$ cat src/rtl/gnrc_edge_gen.sv
// gnrc_edge_gen: rebuilds a level signal from rise/fall event strobes.
// After every output transition the level is held for at least HOLD_CYCLES cycles.
// While a hold is running, one opposite transition can be buffered.
// Events that cannot be honoured are reported on drop_o.
//
// Ports:
//   clk_i    clock, all logic on the rising edge
//   rst_i    synchronous active-high reset
//   r_i      rise event strobe (request q_o = 1)
//   f_i      fall event strobe (request q_o = 0)
//   q_o      regenerated level (registered)
//   trans_o  one-cycle pulse in the first cycle q_o shows a new value
//   busy_o   hold counter running or a transition pending
//   drop_o   one-cycle pulse in the cycle after an event was discarded
module gnrc_edge_gen #(
    parameter int unsigned HOLD_CYCLES = 4,
    parameter int unsigned CNT_W       = $clog2(HOLD_CYCLES + 1),
    parameter logic        INIT_LEVEL  = 1'b0
) (
    input  logic clk_i,
    input  logic rst_i,
    input  logic r_i,
    input  logic f_i,
    output logic q_o,
    output logic trans_o,
    output logic busy_o,
    output logic drop_o
);

    localparam logic [CNT_W-1:0] Reload = CNT_W'(HOLD_CYCLES - 1);

    logic             q_q, q_d;
    logic             trans_q, trans_d;
    logic             drop_q, drop_d;
    logic [CNT_W-1:0] cnt_q, cnt_d;
    logic             pend_valid_q, pend_valid_d;
    logic             pend_level_q, pend_level_d;

    logic ev_legal;
    logic ev_illegal;
    logic target;
    logic eff_level;

    assign ev_legal   = r_i ^ f_i;
    assign ev_illegal = r_i & f_i;
    assign target     = r_i;
    // Level the output is heading to once any buffered transition has applied.
    assign eff_level  = pend_valid_q ? pend_level_q : q_q;

    always_ff @(posedge clk_i) begin
        if (rst_i) begin
            q_q          <= INIT_LEVEL;
            trans_q      <= 1'b0;
            drop_q       <= 1'b0;
            cnt_q        <= '0;
            pend_valid_q <= 1'b0;
            pend_level_q <= 1'b0;
        end else begin
            q_q          <= q_d;
            trans_q      <= trans_d;
            drop_q       <= drop_d;
            cnt_q        <= cnt_d;
            pend_valid_q <= pend_valid_d;
            pend_level_q <= pend_level_d;
        end
    end

    always_comb begin
        q_d          = q_q;
        trans_d      = 1'b0;
        drop_d       = 1'b0;
        cnt_d        = cnt_q;
        pend_valid_d = pend_valid_q;
        pend_level_d = pend_level_q;

        // Hold countdown, or apply the buffered transition once the hold expires.
        if (cnt_q != '0) begin
            cnt_d = cnt_q - CNT_W'(1);
        end else if (pend_valid_q) begin
            q_d          = pend_level_q;
            cnt_d        = Reload;
            trans_d      = 1'b1;
            pend_valid_d = 1'b0;
        end

        if (ev_illegal) begin
            drop_d = 1'b1;
        end else if (ev_legal && (target != eff_level)) begin
            if (cnt_q == '0) begin
                if (!pend_valid_q) begin
                    q_d     = target;
                    cnt_d   = Reload;
                    trans_d = 1'b1;
                end else begin
                    // Buffered transition applies above; this event takes its slot.
                    pend_valid_d = 1'b1;
                    pend_level_d = target;
                end
            end else if (!pend_valid_q) begin
                pend_valid_d = 1'b1;
                pend_level_d = target;
            end else begin
                // Opposite of the buffered transition: the pulse pair collapses.
                pend_valid_d = 1'b0;
                drop_d       = 1'b1;
            end
        end
    end

    assign q_o     = q_q;
    assign trans_o = trans_q;
    assign drop_o  = drop_q;
    assign busy_o  = (cnt_q != '0) | pend_valid_q;

endmodule

$ cat config.mk
export PLATFORM = sky130hd
export DESIGN_NAME = gnrc_edge_gen
export DESIGN_NICKNAME = d
export VERILOG_FILES = /design/src/rtl/gnrc_edge_gen.sv
export SDC_FILE = /design/constraint.sdc
export NUM_CORES = 1
export LEC_CHECK = 0
export ABC_AREA = 1
export BUFFER_PORTS_ARGS = -buffer_cell sky130_fd_sc_hd__clkbuf_2
export CORE_AREA = 8 8 45 47
export CTS_BUF_LIST = sky130_fd_sc_hd__clkbuf_8 sky130_fd_sc_hd__clkbuf_16
export DETAILED_ROUTE_END_ITERATION = 8
export DIE_AREA = 0 0 53 55
export HOLD_SLACK_MARGIN = 0.15
export PLACE_DENSITY = 0.58
export SETUP_SLACK_MARGIN = 0.5
export SLEW_MARGIN = 20
export SYNTH_ARGS = -nofsm -noshare
export SYNTH_HDL_FRONTEND = slang
export SYNTH_SLANG_ARGS = --single-unit
$ cat constraint.sdc
create_clock -name clk_i -period 2 [get_ports clk_i]
set_clock_uncertainty 0.2 [all_clocks]
set_input_delay 0 -clock clk_i [delete_from_list [all_inputs] [get_ports clk_i]]
set_output_delay 0 -clock clk_i [all_outputs]
set_load 0.005 [all_outputs]
==> flow_results.org <==
** Place
- The HPWL after detailed placement is 773 microns.
- Buffers placed on the I/O ports in this run total 7.
- Cells after DPL :: between 90 and 100
- Weighted congestion at the end of routability-driven global placement :: about 0.79

** STA
- The max-slew violation total from the final report was 0.
- The worst pin sits at a relative slew slack of 87.5%.
- The worst path uses 78.5% of the clock period.
- Fmax :: approximately 0.64 GHz
- Setup violations remaining at the end of the flow were counted as 0.
- Unrepaired setup endpoints after global routing :: true
- Number of hold violations in the final report :: 0
- Slew at the pin with the worst max-slew slack :: around 190 ps
- Setup total negative slack on the finished layout was measured at 0 ps.
- Crit path time final :: 1570 ps

** Flow run
- The tool flagged a number of max-cap violations equal to 0.

** Yosys
- Post-synthesis instance total :: 69
- Synthesis inferred 8 register bits.
- Cell variety after synth :: 15
- Counting flops with a built-in enable in the synthesized netlist gives 0.
- Share of flip-flops with an asynchronous set or reset after synthesis :: 0%
- Summing every instance area after synthesis gives 500 sq um.
- Among all flip-flop cells after synthesis, the most frequent one is dfxtp_1.
- A synthesized cell averages 7.25 sq um.
- Number of warnings printed during yosys synthesis :: 0
- Sequential area share after synthesis :: 32.0%
- Counting every net in the synthesized netlist gives 78.

** Global route
- Global routing used between 8 and 9% of the available tracks across all layers.
- The number of antenna violations at the first check in global routing is 0.
- For met3 alone, demand over resource in global routing was 2.94%.
- Busiest layer in global routing :: met2
- First-pass GRT wire length :: 1.85 mm
- Global routing used 8.68% of the available met1 tracks.
- Largest net degree at the start of global routing :: 8
- Overflow after GRT :: 0
- Grt met2 use :: approximately 14%
- Via count of the first global-routing pass :: 478

** Power and ir drop
- Dividing total power by cell area gives a power density of approximately 1400 mW/mm^2.
- In this run the static leakage power is about 0.33 nW.
- IR analysis of the VDD net gives a maximum drop of 0.569 mV.

** Layout
- Share of final-layout standard cells stronger than drive strength 1 :: 39.8%
- Finished Core Util :: 51.5%
- In the layout the commonest cells are nand2_1, inv_1, clkbuf_2.
- Antenna cells :: 0
- Count of placed standard cells in the final layout, fillers left out :: 104
- The library cell used most frequently in the layout, excluding fill and tap cells, is nand2_1.
- At the end of the flow, the number of nets in the layout was a little under 100.
- Area overhead of the layout relative to synthesis :: 42.5%

** Drt
- After detailed routing, the number of remaining DRC violations is 0.
- Once detail routing completed, the nets flagged for antenna violations numbered 0.
- Number of vias after detailed routing :: around 480
- Violation count after the first detailed-route iteration :: 8
- Per-cell via count in the routed design :: about 4.6
- The first detailed-routing pass ran for 4 iterations.
- For this block, the routed nets add up to 1.12 mm of wire.
- After detailed routing, the average wire length per cell comes to ~11 microns.

** Setup path
- Startpoint kind of the worst setup timing path :: flop
- For flop-to-flop paths, the worst setup slack is 430 ps.
- Critical path data arrival time :: ~1500 ps
- Origin of the critical flop-to-flop path :: cnt_q[1]$_SDFF_PP0_
- R2R Path End :: pend_level_q$_SDFFE_PP0P_
- Number of cell instances on the worst register-to-register path :: 12
- Crit end category :: flop
- In this run the worst path has a maximum fanout of 4.
- Required time worst endpoint :: 1920 ps
- Crit Path Class :: reg2reg

** Hold path
- Hold path startpoint :: r_i
- The worst hold path terminates at drop_o$_SDFF_PP0_.
- Number of instances on the worst hold path :: 4
- Classification of the worst-slack hold path :: in2reg

** CTS
- Total number of clock tree sinks :: 8
- TritonCTS clock tree :: yes
- At the later pin of the worst-skew pair, clock insertion delay measures between 200 and 250 ps.
- Buffers inserted during clock tree synthesis total 3.
- Clock edge transition at the registers on the reported setup and hold paths :: 40 ps
- Cell at the root of the clock tree :: clkbuf_8
- No sink is reached through more buffers than the 2 on the longest clock path.
- CTS built an H-tree with a depth of 1.

** Floorplanning
- Measured along the x axis, the die boundary spans 53 microns.
- After floorplanning, the core was divided into 14 placement rows.
- Measured along the y axis, the die boundary spans around 55 microns.
- Once the floorplan was initialized, standard cells occupied 36.2% of the core.
- In this run the standard cell core region covers roughly 0.0014 sq mm.
- The floorplan step defined a die boundary enclosing between 0.002 and 0.003 sq mm.
- Boundary pin count :: 8

** Run status
- The run finished with clean final reports.
[per-stage QoR]
stage | total power [mW] | hold slack (ps) | setup WS, ps | cell area [sq um]
finish | 1.03 | 133 | 430 | 713
global route | 1.14 | 178 | 348 | 713
CTS | 0.987 | 57.0 | 463 | 686
detailed placement | 0.718 | 35.0 | 370 | 583
global placement | 0.708 | 34.8 | 387 | 583
floorplan | 0.616 | -138 | 479 | 528
[repair_timing]
action / 4_1_cts / 5_1_grt
buffers inserted: 4 / 1
pin swaps: 3 / 3
hold buffers: 3 / 1
endpoints found under the setup margin: 4 / 6
endpoints found under the hold margin: 8 / 2
resized for setup: 1 / 4
[cells in the mapped netlist, types with 2 or more instances]
cell type | number | share of area, %
a21oi_1 | 5 | 5.0
dfxtp_1 | 8 | 32
ha_1 | 5 | 13
inv_1 | 14 | 10
nand2_1 | 15 | 11
nand3_1 | 2 | 2.0
nand3_2 | 3 | 6.0
nor2_1 | 7 | 5.3
nor2_4 | 2 | 4.5
o21ai_0 | 3 | 3.0
[worst max path at each step]
stage,from,endpoint,cells past startpoint
floorplan,cnt_q[1]$_SDFF_PP0_,pend_level_q$_SDFFE_PP0P_,12
global placement,cnt_q[0]$_SDFF_PP0_,pend_level_q$_SDFFE_PP0P_,12
detailed placement,cnt_q[0]$_SDFF_PP0_,pend_level_q$_SDFFE_PP0P_,12
CTS,cnt_q[0]$_SDFF_PP0_,pend_level_q$_SDFFE_PP0P_,12
global route,cnt_q[1]$_SDFF_PP0_,pend_level_q$_SDFFE_PP0P_,12
finish,cnt_q[1]$_SDFF_PP0_,pend_level_q$_SDFFE_PP0P_,12
[per-layer routing]
metal / up-vias / share of wire [%] / wire [microns]
li1: 258 / - / -
met1: 222 / 45 / 507
met2: 3 / 51 / 570
met3: 0 / 3.5 / 39
met4: 0 / 0 / 0
met5: - / 0 / 0
[registers in the layout, indices dropped and copies added, names as in the netlist]
signal and count:
cnt_q 3, pend_valid_q 1, pend_level_q 1, trans_o 1, drop_o 1, q_o 1
[kinds of logic after synthesis]
group | Yosys count | synth area share, %
DFF | 8 | 32.0
and+or+nand+nor | 31 | 32.5
xor gates and xnor gates | 1 | 1.75
adders and majority gates | 5 | 12.5
buffers and inverters | 14 | 10.5
AOI/OAI and AO/OA | 10 | 10.7
[power by group]
group / internal [mW] / switching, mW / total [mW]
logic: 0.275 / 0.308 / 0.583
registers: 0.218 / 0.0432 / 0.261
clock network: 0.130 / 0.0586 / 0.189
[final cells by class]
| cell class | instances | area, sq um |
|---|---|---|
| flip-flops and latches | 8 | 164 |
| multi-input cells | 47 | 323 |
| clock buffers | 3 | 41.3 |
| inverters | 14 | 52.6 |
| well taps | 16 | 20.0 |
| fillers | 146 | 671 |
| repair buffers | 16 | 113 |
[critical path, stage by stage, from the launching register on]
cell and delay, ps:
dfxtp_2 310, inv_2 70, ha_4 130, inv_2 40, nor2_4 140, inv_2 70, ha_4 160, inv_2 50
nand2_2 50, inv_2 70, nand3_2 70, nand2_1 70, nor2_1 40
Power figures use the tool's default switching activity.
